**src/rtl/hazard_tracker.sv**
```systemverilog
// hazard_tracker: D-stage hazard unit for a 5-stage MIPS pipeline.
// Tracks in-flight register writers through E/M/W using each instruction's
// Tnew, and compares them against the D-stage sources and their Tuse.
// From that it produces the D-stage stall and the D/E forwarding selects.
// Optional feature macro: STALL_COUNT_EN (adds stall_cnt, a saturating
// count of stall cycles).
module hazard_tracker #(
    parameter int unsigned RAW = 5,
    parameter int unsigned TW  = 2
) (
    input  logic           clk,
    input  logic           reset,
    input  logic [RAW-1:0] rs_D,
    input  logic [RAW-1:0] rt_D,
    input  logic [TW-1:0]  rsTuse_D,
    input  logic [TW-1:0]  rtTuse_D,
    input  logic [RAW-1:0] dst_D,
    input  logic [TW-1:0]  Tnew_D,
    input  logic           RegWrite_D,
    output logic           stall,
    output logic [1:0]     fwd_rs_D,
    output logic [1:0]     fwd_rt_D,
    output logic [1:0]     fwd_rs_E,
    output logic [1:0]     fwd_rt_E
`ifdef STALL_COUNT_EN
    ,
    output logic [31:0]    stall_cnt
`endif
);

    // Tuse value meaning "operand not read"
    localparam logic [TW-1:0] TUSE_NONE = '1;

    localparam logic [1:0] SRC_RF = 2'd0;
    localparam logic [1:0] SRC_E  = 2'd1;
    localparam logic [1:0] SRC_M  = 2'd2;
    localparam logic [1:0] SRC_W  = 2'd3;

    typedef struct packed {
        logic           valid;
        logic [RAW-1:0] dst;
        logic [TW-1:0]  tnew;
    } writer_t;

    typedef struct packed {
        writer_t        w;
        logic [RAW-1:0] rs;
        logic [RAW-1:0] rt;
    } e_entry_t;

    e_entry_t       e_q, e_d;
    writer_t        m_q, m_d;
    // W results are always settled, so only valid and dst are kept there
    logic           w_valid_q, w_valid_d;
    logic [RAW-1:0] w_dst_q, w_dst_d;

    logic stall_rs, stall_rt;

    // Qualifying writer: valid, not $0, and targeting the requested register
    function automatic logic hit(input logic v, input logic [RAW-1:0] d,
                                 input logic [RAW-1:0] r);
        return v && (d != '0) && (d == r);
    endfunction

    function automatic logic [TW-1:0] dec_sat(input logic [TW-1:0] t);
        return (t == '0) ? '0 : t - TW'(1);
    endfunction

    function automatic logic src_stall(input writer_t e, input writer_t m,
                                       input logic [RAW-1:0] r,
                                       input logic [TW-1:0] tuse);
        return (tuse != TUSE_NONE) && (r != '0) &&
               ((hit(e.valid, e.dst, r) && (e.tnew > tuse)) ||
                (hit(m.valid, m.dst, r) && (m.tnew > tuse)));
    endfunction

    // Newest matching writer decides; a not-ready one blocks older sources
    function automatic logic [1:0] sel_d(input writer_t e, input writer_t m,
                                         input logic wv, input logic [RAW-1:0] wd,
                                         input logic [RAW-1:0] r);
        if (hit(e.valid, e.dst, r)) return (e.tnew == '0) ? SRC_E : SRC_RF;
        if (hit(m.valid, m.dst, r)) return (m.tnew == '0) ? SRC_M : SRC_RF;
        if (hit(wv, wd, r))         return SRC_W;
        return SRC_RF;
    endfunction

    function automatic logic [1:0] sel_e(input writer_t m, input logic wv,
                                         input logic [RAW-1:0] wd,
                                         input logic [RAW-1:0] r);
        if (hit(m.valid, m.dst, r)) return (m.tnew == '0) ? SRC_M : SRC_RF;
        if (hit(wv, wd, r))         return SRC_W;
        return SRC_RF;
    endfunction

    // Combinational stall and forwarding selects
    always_comb begin
        stall_rs = src_stall(e_q.w, m_q, rs_D, rsTuse_D);
        stall_rt = src_stall(e_q.w, m_q, rt_D, rtTuse_D);
        stall    = stall_rs | stall_rt;
        fwd_rs_D = sel_d(e_q.w, m_q, w_valid_q, w_dst_q, rs_D);
        fwd_rt_D = sel_d(e_q.w, m_q, w_valid_q, w_dst_q, rt_D);
        fwd_rs_E = sel_e(m_q, w_valid_q, w_dst_q, e_q.rs);
        fwd_rt_E = sel_e(m_q, w_valid_q, w_dst_q, e_q.rt);
    end

    // Scoreboard next state: advance one stage, bubble into E on stall
    always_comb begin
        m_d.valid = e_q.w.valid;
        m_d.dst   = e_q.w.dst;
        m_d.tnew  = dec_sat(e_q.w.tnew);
        w_valid_d = m_q.valid;
        w_dst_d   = m_q.dst;
        e_d       = '0;
        if (!stall) begin
            e_d.w.valid = RegWrite_D;
            e_d.w.dst   = dst_D;
            e_d.w.tnew  = Tnew_D;
            e_d.rs      = rs_D;
            e_d.rt      = rt_D;
        end
    end

    // Scoreboard registers with synchronous active-low reset
    always_ff @(posedge clk) begin
        if (!reset) begin
            e_q       <= '0;
            m_q       <= '0;
            w_valid_q <= 1'b0;
            w_dst_q   <= '0;
        end else begin
            e_q       <= e_d;
            m_q       <= m_d;
            w_valid_q <= w_valid_d;
            w_dst_q   <= w_dst_d;
        end
    end

`ifdef STALL_COUNT_EN
    logic [31:0] stall_cnt_q;

    // Saturating count of stalled cycles
    always_ff @(posedge clk) begin
        if (!reset) begin
            stall_cnt_q <= '0;
        end else if (stall && (stall_cnt_q != 32'hFFFF_FFFF)) begin
            stall_cnt_q <= stall_cnt_q + 32'd1;
        end
    end

    assign stall_cnt = stall_cnt_q;
`endif

endmodule

```
**config.mk**
```make
export PLATFORM = sky130hd
export DESIGN_NAME = hazard_tracker
export DESIGN_NICKNAME = d
export VERILOG_FILES = /design/src/rtl/hazard_tracker.sv
export SDC_FILE = /design/constraint.sdc
export NUM_CORES = 1
export LEC_CHECK = 0
export CAP_MARGIN = 0
export CORE_ASPECT_RATIO = 1.25
export CORE_UTILIZATION = 45
export DETAILED_ROUTE_END_ITERATION = 10
export PLACE_DENSITY = 0.69
export SLEW_MARGIN = 20
export SYNTH_ARGS = -nofsm -noshare
export SYNTH_HDL_FRONTEND = slang
export SYNTH_SLANG_ARGS = --single-unit
```
**constraint.sdc**
```tcl
create_clock -name clk -period 4.48 [get_ports clk]
set_input_delay 0.896 -clock clk [delete_from_list [all_inputs] [get_ports clk]]
set_output_delay 0.896 -clock clk [all_outputs]
set_load 0.1 [all_outputs]
```
==> metrics.md, run 1 <==
| Metric | Value |
|---|---|
| Status | `finished clean` |
| Worst R2R Path Depth | `6` |
| Max Root-Sink Buffers | `2` |
| Detail Route Antenna Nets | `0` |
| R2R Path End | `e_q[0]` |
| Total leakage power | `0.000990 uW` |
| M2 GR Usage | `33.0%` |
| Ys async rst share | `0%` |
| Period utilization | `90.7%` |
| Max Cap Viol | `0` |
| Largest net degree at the start of global routing | `32` |
| Top post-synthesis cells by area | `dfxtp_1, xnor2_1, nand3_1` |
| Layout cell share with drive strength beyond 1 | `11.2%` |
| CTS tree | `built` |
| Synth top area share | `32.1%` |
| Setup Fix Bufs, Post-CTS | `0` |
| Top FF cell, synth | `dfxtp_1` |
| Sequential-to-total area share from yosys stat | `32.1%` |
| Top Family by Delay on Critical Path | `simple AND/OR/NAND/NOR gates` |
| Min Clock Period, post-route | `~4.1 ns` |
| Worst endpoint required time | `3.58 ns` |
| Hold buffer count at CTS | `0` |
| Final wirelength | `roughly 4.6 mm` |
| Avg Cell Area, Syn | `slightly below 9 um2` |
| WL per Instance | `~15 um` |
| Clk_skew | `0.00614 ns` |
| GR Util met3 | `5.43%` |
| Crit start category | `input pin` |
| Ys Warns | `0` |
| # resized after CTS | `0` |
| Final Hold Vio Count | `0` |
| P_sw | `181 uW` |
| CP max stage delay | `0.59 ns` |
| CP arrival | `3.17 ns` |
| Row count | `26` |
| Mapped cell area | `2000 um2` |
| Placer Congestion | `0.792` |
| Cell internal pwr | `slightly below 500 uW` |
| Final slew viol count | `0` |
| Final setup viols | `0` |
| GRT busiest layer | `met2` |
| Net count reported at finish | `283` |
| Sequential share of power | `between 40% and 50%` |
| Routed via count | `between 1500 and 2000` |
| Place WS | `0.427 ns` |
| Antenna diodes | `0` |
| Die Ht | `76.5 um` |
| Number of CTS-inserted buffers | `5` |
| First-pass GRT wire length | `7.40 mm` |
| CTS root buf | `clkbuf_8` |
| GRT met1 Usage | `29.2%` |
| Sw frac | `27.2%` |
| Initial antenna violation count | `0` |
| Largest area contributor in the netlist | `dfxtp_1` |
| Worst slew pin tran | `a little under 1 ns` |
| Port Buf Inserts | `32` |
| CTS Sinks | `32` |
| Starting Density | `~48%` |
| Final WS setup | `about 0.42 ns` |
| Die Span X | `~60 um` |
| FF-to-FF setup slack | `between 2 and 2.5 ns` |
| DRC viols | `0` |
| VDD IR max | `between 0.00015 and 0.0002 V` |
| Net count after synthesis | `264` |
| Hold Crit Depth | `1` |
| Vias in the first global route | `1538` |
| Cells after synthesis | `231` |
| Clock slew seen by the registers of the worst setup and hold paths | `0.07 ns` |
| TNS Setup | `0 ns` |
| DIE AREA | `roughly 4700 um2` |
| FF+latch count, synth | `32` |
| HP Start | `e_q[10]` |
| Dpl hpwl | `3.55 mm` |
| Worst min path class | `reg2reg` |
| Clock power share | `34.7%` |
| Pwr Density | `275 nW/um2` |
| Worst Setup End Kind | `primary output` |
| Number of flops mapped to enable cells by yosys | `0` |
| Highest clock rate | `between 0.2 and 0.25 GHz` |
| Crit-path cells | `clkdlybuf4s50_1 > or4_1 > o21ai_0 > a211oi_1 > a22o_1 > or3b_1 > buf_12` |
| Gr usage total | `22.0%` |
| Area delta synth->final | `21.6%` |
| Detailed Route Iter0 Violations | `53` |
| Via density per instance | `~5.1` |
| Crit Path Class | `in2out` |
| RSZ-0062 raised after global routing | `false` |
| Clk_lat worst skew | `0.29 ns` |
| CP Max Fanout | `5` |
| Slowest stage cell, crit path | `or4_1` |
| Hold path endpoint | `m_q[0]` |
| Gr ovfl total | `0` |
| CP Buf/Inv Count | `2` |
| Detailed Routing Iterations Pass 1 | `4` |
| Cell variety after synth | `36` |
| Post-layout util | `58.3%` |
| H-tree levels | `2` |
| Core Box Area | `4160 um2` |
| Ports | `33` |
| Relative slew margins | `roughly a third` |
| Comb power frac | `17.8%` |
| RR Startpoint | `w_dst_d[2]` |
==> cell usage after synthesis, types with 2 or more instances <==
| cell type | instances |
|---|---|
| a211oi_1 | 2 |
| a21o_1 | 2 |
| a21oi_1 | 2 |
| and2_1 | 14 |
| buf_1 | 3 |
| buf_2 | 5 |
| buf_6 | 2 |
| clkbuf_1 | 13 |
| dfxtp_1 | 32 |
| ha_1 | 9 |
| inv_1 | 7 |
| mux2_2 | 2 |
| nand2_1 | 4 |
| nand3_1 | 28 |
| nor2_1 | 5 |
| nor2b_1 | 4 |
| nor3_1 | 21 |
| nor4_1 | 7 |
| o21ai_1 | 2 |
| or4_1 | 3 |
| xnor2_1 | 35 |
| xor2_1 | 15 |
==> layer usage <==
layer  vias up  wire, um
met5         -         0
met4         0       109
met3         9       232
met2        39      2200
met1       709      2080
li1        822         -
==> power by group through the flow <==
stage	logic (uW)	clock network [uW]	registers, uW
final	119	232	317
after global placement	118	0	323
after CTS	120	235	317
after floorplan	88.8	0	313
after detailed placement	119	0	323
after global routing	131	245	318
==> logic make-up (layout without fill, tap and decap cells) <==
| logic type | Yosys count | count (layout) | share of synthesized area (%) |
|---|---|---|---|
| flip-flops | 32 | 32 | 32.1 |
| AO/OA/AOI/OAI | 16 | 16 | 6.39 |
| adder cells (fa/ha/maj) | 9 | 9 | 5.64 |
| buffers and inverters | 30 | 50 | 6.70 |
| multiplexers | 3 | 3 | 1.63 |
| XOR/XNOR | 50 | 50 | 21.9 |
| AND/OR/NAND/NOR | 91 | 91 | 25.6 |
==> stage by stage <==
stage | cells | hold slack [ns] | total power (uW) | instance area (um2)
floorplan | 231 | 0.392 | 401 | 2030
global placement | 299 | 0.413 | 441 | 2330
detailed placement | 299 | 0.417 | 442 | 2330
CTS | 307 | 0.428 | 671 | 2430
global route | 307 | 0.439 | 695 | 2430
finish | 307 | 0.428 | 667 | 2430
==> layout by cell type (no fill, tap or decap), types with 3 or more instances in the layout <==
master,n
and2_1,14
buf_4,10
clkbuf_8,6
clkdlybuf4s50_1,23
dfxtp_1,32
ha_1,9
inv_1,7
nand2_1,4
nand3_1,28
nor2_1,5
nor2b_1,4
nor3_1,21
nor4_1,5
or4_1,3
xnor2_1,35
xor2_1,15
==> cell type report <==
cell class	instances	area [um2]
flip-flops and latches	32	641
clock inverters	1	7.51
fillers	422	1740
clock buffers	7	86.3
multi-input cells	169	1250
well taps	56	70.1
repair buffers	35	345
inverters	7	26.3
==> sequential cells by signal, indices dropped and copies added, names as in the netlist <==
register	cells
e_q	18
m_q	2
w_dst_d	5
w_dst_q	5
w_valid_d	1
w_valid_q	1
==> worst max path at each step <==
stage               depth (start not counted)       start           to
finish                                      7     rs_D[1]        stall
global route                                7     rs_D[1]        stall
floorplan                                   6  w_dst_d[1]  fwd_rs_E[1]
CTS                                         7     rs_D[1]        stall
detailed placement                          7     rs_D[1]        stall
global placement                            7     rs_D[1]        stall
==> worst reg2reg max path: stages, from the launching register on <==
cell	delay [ns]
dfxtp_1	0.45
or4_4	0.60
o21ai_4	0.20
nor4_2	0.09
a22o_1	0.22
buf_4	0.20
nor3_1	0.22
No activity file was read; power rests on OpenSTA's default activity.
==> inputs of run 2 (changes only) <==
Settings changed: CTS_CLUSTER_SIZE from default to 40.
==> results of run 2 <==
Final layout, timing and power as in run 1 (identical DEF).
==> inputs of run 3 (changes only) <==
Settings changed: SLEW_MARGIN 20 to default.
==> results of run 3 <==
Final layout, timing and power as in run 1 (identical DEF).
